==> config.mk <==
export PLATFORM = sky130hd
export DESIGN_NAME = mipi_lane_lp_hs_seq
export DESIGN_NICKNAME = d
export VERILOG_FILES = /design/src/rtl/mipi_lane_lp_hs_seq.sv
export SDC_FILE = /design/constraint.sdc
export NUM_CORES = 1
export LEC_CHECK = 0
export CELL_PAD_IN_SITES_DETAIL_PLACEMENT = 1
export CELL_PAD_IN_SITES_GLOBAL_PLACEMENT = 1
export CORE_ASPECT_RATIO = 1.4
export CORE_UTILIZATION = 40
export CTS_CLUSTER_SIZE = 25
export DETAILED_ROUTE_END_ITERATION = 7
export MAX_ROUTING_LAYER = met4
export PLACE_DENSITY = 0.8
export SKIP_LAST_GASP = 1
export SLEW_MARGIN = 20
export SYNTH_ARGS = -nofsm -noshare
export SYNTH_HDL_FRONTEND = slang
export SYNTH_SLANG_ARGS = --single-unit
==> constraint.sdc <==
create_clock -name clk -period 2 [get_ports clk]
set_clock_uncertainty 0.2 [all_clocks]
set_input_delay 0.4 -clock clk [delete_from_list [all_inputs] [get_ports clk]]
set_output_delay 0.4 -clock clk [all_outputs]
set_load 0.01 [all_outputs]
==> src/rtl/mipi_lane_lp_hs_seq.sv <==
// MIPI D-PHY style lane sequencer: walks LP11 -> LP01 -> LP00 -> HS-zero -> HS payload
// -> HS-trail -> LP11 exit, with a per-lane enable mask captured at the start of each entry.
module mipi_lane_lp_hs_seq #(
   parameter int LANES   = 1,
   parameter int T_LPX   = 4,
   parameter int T_PREP  = 3,
   parameter int T_ZERO  = 6,
   parameter int T_TRAIL = 5,
   parameter int T_EXIT  = 8
) (
   input  logic             clk,
   input  logic             rst,
   input  logic             hs_req,
   input  logic [LANES-1:0] lane_en,
   output logic [LANES-1:0] lp_p,
   output logic [LANES-1:0] lp_n,
   output logic [LANES-1:0] hs_oe,
   output logic             hs_zero,
   output logic             hs_trail,
   output logic             hs_ready,
   output logic             entry_done,
   output logic             exit_done,
   output logic             busy,
   output logic [2:0]       dbg_state
);

   typedef enum logic [2:0] {
      IDLE, LP01, LP00, HS_ZERO, HS_ACTIVE, HS_TRAIL, LP_EXIT
   } state_t;

   // Counter holds "cycles remaining minus one"; a state ends on the edge where it reads 0.
   localparam logic [7:0] LD_LPX   = 8'(T_LPX - 1);
   localparam logic [7:0] LD_PREP  = 8'(T_PREP - 1);
   localparam logic [7:0] LD_ZERO  = 8'(T_ZERO - 1);
   localparam logic [7:0] LD_TRAIL = 8'(T_TRAIL - 1);
   localparam logic [7:0] LD_EXIT  = 8'(T_EXIT - 1);

   state_t           state_q, state_d;
   logic [7:0]       cnt_q, cnt_d;
   logic [LANES-1:0] mask_q, mask_d;
   logic [LANES-1:0] lp_p_q, lp_p_d, lp_n_q, lp_n_d, hs_oe_q, hs_oe_d;
   logic             hs_zero_q, hs_zero_d, hs_trail_q, hs_trail_d, hs_ready_q, hs_ready_d;
   logic             entry_done_q, entry_done_d, exit_done_q, exit_done_d, busy_q, busy_d;

   always_comb begin
      state_d = state_q;
      mask_d  = mask_q;
      cnt_d   = (cnt_q != 8'd0) ? cnt_q - 8'd1 : 8'd0;
      case (state_q)
         IDLE: if (hs_req) begin
            state_d = LP01;
            cnt_d   = LD_LPX;
            mask_d  = lane_en;
         end
         LP01: if (cnt_q == 8'd0) begin
            state_d = LP00;
            cnt_d   = LD_PREP;
         end
         LP00: if (cnt_q == 8'd0) begin
            state_d = HS_ZERO;
            cnt_d   = LD_ZERO;
         end
         HS_ZERO: if (cnt_q == 8'd0) begin
            if (hs_req) begin
               state_d = HS_ACTIVE;
               cnt_d   = 8'd0;
            end else begin
               state_d = HS_TRAIL;
               cnt_d   = LD_TRAIL;
            end
         end
         HS_ACTIVE: if (!hs_req) begin
            state_d = HS_TRAIL;
            cnt_d   = LD_TRAIL;
         end
         HS_TRAIL: if (cnt_q == 8'd0) begin
            state_d = LP_EXIT;
            cnt_d   = LD_EXIT;
         end
         LP_EXIT: if (cnt_q == 8'd0) begin
            state_d = IDLE;
            cnt_d   = 8'd0;
         end
         default: begin
            state_d = IDLE;
            cnt_d   = 8'd0;
         end
      endcase

      // Outputs are decoded from the next state so they line up with state_q after the edge.
      lp_p_d  = '1;
      lp_n_d  = '1;
      hs_oe_d = '0;
      case (state_d)
         LP01: lp_p_d = ~mask_d;
         LP00: begin
            lp_p_d = ~mask_d;
            lp_n_d = ~mask_d;
         end
         HS_ZERO, HS_ACTIVE, HS_TRAIL: begin
            lp_p_d  = ~mask_d;
            lp_n_d  = ~mask_d;
            hs_oe_d = mask_d;
         end
         default: ;
      endcase
      hs_zero_d    = (state_d == HS_ZERO);
      hs_trail_d   = (state_d == HS_TRAIL);
      hs_ready_d   = (state_d == HS_ACTIVE);
      entry_done_d = (state_d == HS_ACTIVE) && (state_q != HS_ACTIVE);
      exit_done_d  = (state_d == IDLE) && (state_q == LP_EXIT);
      busy_d       = (state_d != IDLE);
   end

   always_ff @(posedge clk) begin
      if (rst) begin
         state_q      <= IDLE;
         cnt_q        <= 8'd0;
         mask_q       <= '1;
         lp_p_q       <= '1;
         lp_n_q       <= '1;
         hs_oe_q      <= '0;
         hs_zero_q    <= 1'b0;
         hs_trail_q   <= 1'b0;
         hs_ready_q   <= 1'b0;
         entry_done_q <= 1'b0;
         exit_done_q  <= 1'b0;
         busy_q       <= 1'b0;
      end else begin
         state_q      <= state_d;
         cnt_q        <= cnt_d;
         mask_q       <= mask_d;
         lp_p_q       <= lp_p_d;
         lp_n_q       <= lp_n_d;
         hs_oe_q      <= hs_oe_d;
         hs_zero_q    <= hs_zero_d;
         hs_trail_q   <= hs_trail_d;
         hs_ready_q   <= hs_ready_d;
         entry_done_q <= entry_done_d;
         exit_done_q  <= exit_done_d;
         busy_q       <= busy_d;
      end
   end

   assign lp_p       = lp_p_q;
   assign lp_n       = lp_n_q;
   assign hs_oe      = hs_oe_q;
   assign hs_zero    = hs_zero_q;
   assign hs_trail   = hs_trail_q;
   assign hs_ready   = hs_ready_q;
   assign entry_done = entry_done_q;
   assign exit_done  = exit_done_q;
   assign busy       = busy_q;
   assign dbg_state  = state_q;

endmodule

-- After elaboration in Yosys (flattened, before gate mapping)
Index checks and enable logic that the tools add are counted.
- output and inout port bits: 12
- logic and storage cells: 63
- bits of input ports: 4
- bits in registers: 21
- reductions and logical operators: 13
- bitwise logic cells: 4
- multiplexer cells: 21
- $add $sub $neg: 1
- eq/ne operators: 12
- operator list (cell ; count):
    two-way mux 8 bit ; 8
    one-hot mux 8 bit (7 select lines) ; 1
    two-way mux 3 bit ; 8
    one-hot mux 3 bit (7 select lines) ; 1
    equality test 3 bit (second input constant) ; 5
    equality test 3 x 2 -> 1 bit (second input constant) ; 4
    zero test 8 bit ; 1
    nonzero test 8 bit ; 1
    subtractor 8 x 1 -> 8 bit (second input constant) ; 1
    equality test 3 x 1 -> 1 bit (second input constant) ; 2
    zero test 3 bit ; 2
    OR reduction 2 bit ; 3
    OR reduction 5 bit ; 1
    inverter 1 bit ; 4
    OR reduction 4 bit ; 1
    two-way mux 1 bit ; 3
    != test 3 bit (second input constant) ; 1
    nonzero test 3 bit ; 1
    OR reduction 3 bit ; 1
    logical AND 1 bit ; 2

-- Longest topological paths before layout
Gate-level depths: netlist of run 1.
- word-level depth: 7
- depth in mapped cells: 7
- gate-level depth less buffers: 6

-- Worst setup path after synthesis of run 1
Ideal clock, no wire load.
- path kind: register to register
- start: register cnt_q[0]
- end: register cnt_q[1]
- library setup time: 0.120 ns
- data arrival time: 1.408 ns
- path buffers: 1
- stages on the path, launching flop included: 8
- required time: 1.680 ns
- period minus slack after synthesis: 1.728 ns
- path slack: 0.272 ns
- cells stage by stage: dfxtp_1 > inv_1 > ha_1 > nor4b_4 > and2_1 > buf_6 > nor2_1 > o31a_1
- cells in the longest elaborated chain, start to end: 4
- elaborated cells on any way between the ends: 12
- those cells by class: add/sub: 1; mux: 9; reduce/logical: 2
- ends and longest elaborated chain (item ; line ; RTL):
    start, declared ; 39 ; logic [7:0] cnt_q, cnt_d;
    start signal, assigned ; 131 ; cnt_q <= cnt_d;
    subtractor 8 x 1 -> 8 bit or nonzero test 8 bit (tied branches) ; 48 ; cnt_d = (cnt_q != 8'd0) ? cnt_q - 8'd1 : 8'd0;
    two-way mux 8 bit ; 48 ;
    two-way mux 8 bit (tied with other cells) ; 80 ; LP_EXIT: if (cnt_q == 8'd0) begin
    one-hot mux 8 bit (7 select lines) * ; 49 ; case (state_q)
Mark *: on every way between the ends. The rest lies on a longest branch, timed or not.
A chain may end at the register's enable or synchronous reset.

-- Final worst setup path of run 1
Same ends and word-level chain as after synthesis.

==> results of run 1 <==
metal layers:
metal	track usage [%]	vias to the layer above
met3	2.507	4
met5	-	-
met4	4.286	0
li1	-	478
met2	39.41	16
met1	25.47	488
stage by stage:
| step | std cells | utilization [%] |
|---|---|---|
| after floorplan | 122 | - |
| after detailed placement | 175 | 51.66 |
| after global placement | 175 | 51.66 |
| final | 180 | 53.46 |
| after global routing | 180 | 53.46 |
| after CTS | 179 | 52.70 |
where the power goes:
group          internal, uW  switching, uW
Sequential              542            135
Clock                  77.8            133
Combinational           672            733
Total                  1290           1000
state kept, by name, indices dropped and copies added, names as in the netlist:
name / flops
hs_zero: 1
busy: 1
hs_ready: 1
lp_n: 1
dbg_state: 3
entry_done: 1
mask_q: 1
cnt_q: 8
lp_p: 1
exit_done: 1
hs_trail: 1
hs_oe: 1
cell type report:
cell class,count,share of cell area [%]
Multi-Input combinational cell,88,45.79
Sequential cell,21,30.20
Timing Repair Buffer,27,17.89
Tap cell,36,3.189
Clock buffer,4,1.860
Inverter,4,1.063
worst paths after layout:
path | depth (start not counted) | to | slack (ps)
worst max-delay path | 7 | cnt_q[1] | 70
worst min-delay path | 2 | mask_q | 300
worst max register to register | 7 | cnt_q[1] | 70
worst min register to register | 2 | mask_q | 300
cell usage in the layout (no fill, tap or decap), types with 2 or more instances in the layout:
cell                              netlist  routed
sky130_fd_sc_hd__a21oi_1               11      11
sky130_fd_sc_hd__nor3_1                 2       2
sky130_fd_sc_hd__nand3_1                3       2
sky130_fd_sc_hd__xor2_1                 3       3
sky130_fd_sc_hd__dfxtp_2                0       2
sky130_fd_sc_hd__inv_1                  4       4
sky130_fd_sc_hd__clkdlybuf4s50_1        0      15
sky130_fd_sc_hd__a221oi_1               2       2
sky130_fd_sc_hd__mux2i_1                2       2
sky130_fd_sc_hd__clkbuf_4               0       3
sky130_fd_sc_hd__o21a_1                 2       2
sky130_fd_sc_hd__buf_4                  1      11
sky130_fd_sc_hd__nand2_1                8       8
sky130_fd_sc_hd__o21ai_0                3       3
sky130_fd_sc_hd__xnor2_1                3       3
sky130_fd_sc_hd__o31a_1                 2       2
sky130_fd_sc_hd__nor3_2                 3       3
sky130_fd_sc_hd__nor4b_4                2       2
sky130_fd_sc_hd__ha_1                   2       2
sky130_fd_sc_hd__dfxtp_1               21      18
sky130_fd_sc_hd__nor2_1                11      11
sky130_fd_sc_hd__nand2b_1               6       6
sky130_fd_sc_hd__nor2b_1                2       2
sky130_fd_sc_hd__or4_1                  2       2
sky130_fd_sc_hd__o31ai_1                2       2
cells by family (layout without fill, tap and decap cells):
family          Yosys count  after routing  synth area share, %
buf+inv                  13             35                5.783
mux                       2              2                1.780
fa+ha+maj                 2              2                2.224
simple gates             47             47                28.03
flops                    21             21                37.37
xor+xnor                  6              6                4.673
compound gates           31             31                20.13
worst min-delay path: cells and delay by family (launching register included):
family,cells,cell delay [ps]
AND/OR/NAND/NOR,1,70
multiplexers,1,80
flip-flops,1,330
repair_timing:
action | CTS | global route
gates resized for setup | 1 | 5
setup buffers | 0 | 1
endpoints found under the setup margin | 1 | 4
==> impl_summary.md, run 1 <==
Floorplan
The core region is 2643 sq um. The die covers 3031 sq um. The height of the die is 64.75 microns. For this configuration, the core starts out at a cell density of 42.57%. For this design the top-level I/O count stands at 16. After floorplanning, the core was divided into 22 placement rows. The die is 46.82 microns wide.

Timing
The setup violation total in the final timing report is 0. For this run, the top clock speed supported by timing is 517.9 MHz. The worst pin sits at a relative slew slack of 72.81%. The smallest clock period supported by the final layout is computed as 1931 ps. Once routing completed, OpenROAD measured the worst setup slack at 69.11 ps. On the final layout, the worst hold slack is 303.2 ps. The transition at the pin with the smallest max-transition slack is 406.1 ps.

Dividing the final minimum period by the clock period gives 96.54%. In the final timing run, aggregate negative setup slack is 0 ps. The number of max-slew violations in the final report is 0. The final number of hold-violating endpoints is 0.

Routing
The residual antenna-violating net count after detailed routing is 0. The routed length on met2 is 1716 microns. The met1 routed wirelength after detailed routing is 1160 microns. The detailed-route via count is 986. Summed over all nets, wire length on met3 after detailed routing comes to 49 microns. Signal routing reaches up to met4. The total detailed-routing wirelength is 2951 microns. In the final routed layout, each cell accounts on average for 16.39 microns. The count of routing violations after the opening detailed-route iteration is 9.

Before antenna repair, the detailed router went through 4 iterations. Using the TritonRoute via totals, the vias-per-cell ratio works out to 5.478. In the routed design, unresolved DRC markers number 0.

Global routing
In the global route stage, overall resource usage came out at 22.05%. The via count of the first global-routing pass is 1035. Global routing finished with a remaining overflow of 0. The global-route wire length before repair is 4857 microns. The pin count of the biggest net entering global routing is 21. The number of antenna violations at the first check in global routing is 0.

Worst setup path
The category of cells accounting for the largest share of critical-path delay is simple AND/OR/NAND/NOR gates. The timing startpoint of the critical path is cnt_q[0]. For the worst setup path, the data required time is 2010 ps. The delay of the slowest critical-path stage is 360 ps. The critical path's slowest cell is sky130_fd_sc_hd__nor4b_4.

STA classifies the critical path endpoint as a register. The signal on the critical path passes through inv_1 > ha_1 > nor4b_4 > and2_4 > buf_12 > nor2_1 > o31a_1. The type of the setup path with the least slack is reg2reg. For the worst setup path, the data arrival time is 1940 ps. STA classifies the critical path startpoint as a register. The worst-path maximum fanout is 8. In this run the critical register-to-register path is launched from cnt_q[0].

Together, buffers and inverters on the worst path number 2.

Finish
The final layout net count is 151. The number of inserted diodes is 0. In the final layout, flip-flops and latches occupy 426.7 sq um.

Counting the fill cells in the layout gives 324. The post-route netlist has 22.22% of its cells at a drive strength greater than 1. The final cell area excluding filler cells is 1413 sq um.

The multi-input combinational cells in the finished layout cover a total of 646.9 sq um. Relative to the synthesized area, the layout overhead comes to 25.58%.

Min path
The path class of the lowest-slack min-delay path is reg2reg. The origin of the worst min-delay path is mask_q.

Run status
The run finished with clean final reports.

Clocking
Buffers inserted during clock tree synthesis total 3. The clock tree from TritonCTS is yes. CTS placed an instance of sky130_fd_sc_hd__clkbuf_4 at the clock tree root. The total number of clock tree sinks is 21. In this run the deepest clock path goes through 2 buffers. The clock latency of the later-clocked register in the worst-skew pair is 310 ps.

Clock-pin slew was measured on the worst setup and hold paths at 130 ps. The post-cts hold buffer count is 0. The deepest level of the CTS H-tree is 1.

Logic synthesis
Synthesis inferred 21 register bits. The share of flip-flops with an asynchronous set or reset is 0%. The cell area that synthesis handed to floorplanning was 1125 sq um.

The number of warnings printed during yosys synthesis is 0. The count of flip-flops with a built-in enable after synthesis is 0. The synthesized area per cell is 9.220 sq um.

Counting every net in the synthesized netlist gives 128. After technology mapping, the gate count stands at 122. The sequential-to-total area share from yosys stat is 37.37%. The most frequently used cell type in the post-synthesis netlist is sky130_fd_sc_hd__dfxtp_1. Counting instances in the post-synthesis netlist gives the leading cell types as sky130_fd_sc_hd__dfxtp_1, sky130_fd_sc_hd__a21oi_1, sky130_fd_sc_hd__nor2_1. The proportion of netlist area held by the largest area contributor is 37.37%. By area the synthesized netlist is led by sky130_fd_sc_hd__dfxtp_1, sky130_fd_sc_hd__a21oi_1, sky130_fd_sc_hd__nor4b_4, sky130_fd_sc_hd__nor2_1, sky130_fd_sc_hd__nand2b_1. Of all cell types, the one taking the most synthesized area is sky130_fd_sc_hd__dfxtp_1. In the synthesized netlist the dominant register cell turns out to be sky130_fd_sc_hd__dfxtp_1. After synthesis, the netlist uses 42 different library cells.

Placement
The setup slack at placement is -15.76 ps. The count of buffers added on input and output ports is 15. Once detailed placement completed, the half-perimeter wirelength came to 2209 microns. The cell area after placement is 1365 sq um.

The final weighted congestion in routability-driven placement is 0.7897.

Power and ir drop
The design draws 2292 uW. The leakage power summed over all cells is 0.0005700 uW. The ratio of total power to cell area is 1623 nW/um^2. Across the VDD grid, the largest voltage drop is 0.0007714 V.

Run
The tool flagged a number of max-cap violations equal to 0.
Note: power is estimated with default switching activity, not from simulation.
==> inputs of run 2 (changes only) <==
--- a/config.mk
+++ b/config.mk
@@ -8,11 +8,12 @@
 export CELL_PAD_IN_SITES_DETAIL_PLACEMENT = 1
 export CELL_PAD_IN_SITES_GLOBAL_PLACEMENT = 1
 export CORE_ASPECT_RATIO = 1.4
-export CORE_UTILIZATION = 40
+export CORE_UTILIZATION = 38
 export CTS_CLUSTER_SIZE = 25
 export DETAILED_ROUTE_END_ITERATION = 7
+export GPL_TIMING_DRIVEN = 0
 export MAX_ROUTING_LAYER = met4
-export PLACE_DENSITY = 0.8
+export PLACE_DENSITY = 0.77
 export SKIP_LAST_GASP = 1
 export SLEW_MARGIN = 20
 export SYNTH_ARGS = -nofsm -noshare
==> run 2 against run 1 <==
Net effect: global-route usage shrank 0.23 points; critical path depth fell by 1; register-to-register slack hardly changed; via count is 0.81% lower; non-clock buffer count decreased by 1; core utilization is 4.4 points lower; total power decreased by 2.5%; fmax fell by 0.52%; routed wire length fell by 1.5%; worst hold slack worse by 22 ps; sequential share of layout area down 0.15 points; setup slack got worse by 10 ps.
==> impl_summary.md, run 2 (same netlist as run 1, synthesis figures left out) <==
Global routing
The number of antenna violations at the first check in global routing is 0 (unchanged). The global-route usage over all layers is 21.82% (was 22.05%). The via count of the first global-routing pass was 1031 (was 1035). The pin count of the biggest net entering global routing was 12 (was 21). The global-route wire length before repair is 4761 microns (was 4857 microns).

The total grt overflow came to 0 (unchanged).

Clocking
The deepest level of the CTS H-tree was 1 (unchanged). The clock-pin slew reported for the worst setup and hold paths after clock tree synthesis was 80 ps (was 130 ps). The clock latency of the later-clocked register in the worst-skew pair was 260 ps (was 310 ps). The total number of clock tree sinks was 21 (unchanged). The buffer depth of the longest clock path is 2 (unchanged). The number of buffers created by CTS is 3 (unchanged). The clock tree from TritonCTS is yes (unchanged).

The clock tree root driver cell is sky130_fd_sc_hd__clkbuf_8 (was sky130_fd_sc_hd__clkbuf_4).

Worst setup path
The type of destination of the critical path was a register (unchanged). The type of the setup path with the least slack is reg2reg (unchanged). The worst-path maximum fanout came to 5 (was 8). The critical path's slowest cell is sky130_fd_sc_hd__nor4b_4 (unchanged).

The arrival time of data at the critical path endpoint came to 1870 ps (was 1940 ps). The reg-to-reg setup timing slack was 60 ps (was 70 ps). The delay of the slowest critical-path stage is 340 ps (was 360 ps). The kind of launch point of the worst setup path is a register (unchanged).

The endpoint required time on the critical path was 1930 ps (was 2010 ps). Chain of cells forming the critical path: inv_1 > ha_1 > nor4b_4 > nand2_1 > a221oi_1 > a2111oi_2 (was inv_1 > ha_1 > nor4b_4 > and2_4 > buf_12 > nor2_1 > o31a_1).

Power and ir drop
The design internal power is 1254 uW (was 1291 uW). The ratio of total power to cell area is 1598 nW/um^2 (was 1623 nW/um^2). The combinational share of power came to 57.8% (was 61.3%). The switching component of the power is 981.5 uW (was 1001 uW). The sequential group share of total power is 29.8% (was 29.5%). The worst voltage drop across the vdd grid is 0.0006260 V (was 0.0007714 V). The share of power burned in the clock network is 12.4% (was 9.2%). The switching share of total power is 43.91% (was 43.67%).

The leakage power summed over all cells is 0.0005630 uW (was 0.0005700 uW).

Placement
The detailed placer's ending HPWL was 2239 microns (was 2209 microns). The cell area after placement is 1321 sq um (was 1365 sq um). The final weighted congestion in routability-driven placement is 0.8849 (was 0.7897). The port buffer count is 15 (unchanged). The setup slack at placement is -288.3 ps (was -15.76 ps).

Finish
The number of inserted diodes was 0 (unchanged). The most common cell after layout, fill and taps aside is sky130_fd_sc_hd__dfxtp_1 (unchanged). Most used cells in the layout excluding fill and tap cells: sky130_fd_sc_hd__dfxtp_1, sky130_fd_sc_hd__clkdlybuf4s50_1, sky130_fd_sc_hd__nor2_1, sky130_fd_sc_hd__a21oi_1, sky130_fd_sc_hd__nand2_1 (was sky130_fd_sc_hd__dfxtp_1, sky130_fd_sc_hd__clkdlybuf4s50_1, sky130_fd_sc_hd__nor2_1, sky130_fd_sc_hd__a21oi_1, sky130_fd_sc_hd__buf_4). The register ranked first by flip-flop count is cnt_q (unchanged).

The final core utilization was 49.10% (was 53.46%). The number of flip-flops in the largest register is 8 (unchanged). The ratio of cells with drive above 1 in the final layout is 18.88% (was 22.22%). The synthesis-to-finish area growth came to 24.36% (was 25.58%).

The final cell area excluding filler cells is 1399 sq um (was 1413 sq um). The final layout net count came to 150 (was 151).

Floorplan
The initial core utilization is 39.48% (was 42.57%). The die footprint is 3185 sq um (was 3031 sq um). The number of top-level pins is 16 (unchanged).

The horizontal die dimension is 47.98 microns (was 46.82 microns). The placeable core region is 2849 sq um (was 2643 sq um). The number of core rows is 23 (was 22). The height of the die was 66.38 microns (was 64.75 microns).

Timing
Setup repair after global routing could not meet its margin everywhere. The transition at the pin with the smallest max-transition slack came to 521.8 ps (was 406.1 ps). The top achievable clock speed is 515.2 MHz (was 517.9 MHz). The clock period minus worst slack was 1941 ps (was 1931 ps).

The remaining max-slew budget at the tightest pin was 65.22% (was 72.81%). The final worst-path setup slack came to 59.03 ps (was 69.11 ps). The final critical-path share of the clock period is 97.05% (was 96.54%). The final number of hold-violating endpoints is 0 (unchanged).

The number of max-slew violations in the final report is 0 (unchanged). The setup violation total in the final timing report is 0 (unchanged).

Routing
The count of TritonRoute iterations in the first routing pass is 4 (unchanged). The count of routing violations after the opening detailed-route iteration came to 13 (was 9). The detailed-route via count is 978 (was 986). The total detailed-routing wirelength is 2906 microns (was 2951 microns). The detail-routed via count per cell is 5.433 (was 5.478).

The wire length per cell is 16.14 microns (was 16.39 microns). The post-route DRC violation count came to 0 (unchanged). The residual antenna-violating net count after detailed routing is 0 (unchanged).

Run status
Status: complete, no violations (unchanged).

Run
The reported max-cap violation count is 0 (unchanged).

Min path
The path class of the lowest-slack min-delay path is reg2reg (unchanged).
[run 2: cell types whose count changed in the layout (fill, tap and decap cells not counted), sizes merged]
cell and delta:
buf -5, clkbuf +4
[run 2: timing repair]
action,4_1_cts,5_1_grt
pin swaps,0,0
gates cloned,0,0
gates resized for setup,1,3
endpoints found under the setup margin,2,4
buffers inserted,2,0
hold buffers,0,0
[run 2: cell type report]
cell class / instances / area, sq um
clock buffer: 4 / 45.04
fill: 335 / 1450
multi-input combinational: 88 / 655.6
timing repair buffer: 17 / 165.2
inverter: 4 / 15.01
sequential: 21 / 420.4
tap: 37 / 46.29
buffer: 9 / 51.30
[run 2: worst paths after layout]
path              endpoint  cells past startpoint  startpoint
hold reg to reg     mask_q                      2      mask_q
setup reg to reg  cnt_q[2]                      6    cnt_q[0]
hold / removal      mask_q                      2      mask_q
setup / recovery  cnt_q[2]                      6    cnt_q[0]
[run 2: power by group through the flow]
stage | Clock [uW] | Combinational [uW] | Sequential (uW)
floorplan | 0 | 908 | 664
global placement | 0 | 1190 | 663
detailed placement | 0 | 1220 | 676
CTS | 289 | 1280 | 666
global route | 309 | 1410 | 678
finish | 277 | 1290 | 666
[run 2: routing by layer]
layer | share of wire (%) | wire, microns | vias up | GRT usage [%]
li1 | - | - | 474 | -
met1 | 39 | 1140 | 483 | 22.63
met2 | 57 | 1649 | 17 | 38.85
met3 | 2.3 | 66 | 4 | 3.552
met4 | 1.7 | 49 | 0 | 8.333
met5 | 0 | 0 | - | -
[run 2: worst max-delay path: cells and delay by family (launching register included)]
kind	cells	cell delay [ps]
AO/OA/AOI/OAI	2	440
adder cells (fa/ha/maj)	1	160
buffers and inverters	1	110
flip-flops	1	330
AND/OR/NAND/NOR	2	580
[run 2: per-stage QoR]
| stage | hold WS, ps | cells | TNS, ps | total power [uW] |
|---|---|---|---|---|
| global route | 334.5 | 180 | -60.96 | 2399 |
| detailed placement | 264.1 | 174 | -1623 | 1899 |
| global placement | 260.2 | 174 | -1257 | 1851 |
| floorplan | 242.4 | 122 | 0 | 1572 |
| CTS | 286.3 | 180 | 0 | 2237 |
| finish | 281.3 | 180 | 0 | 2235 |
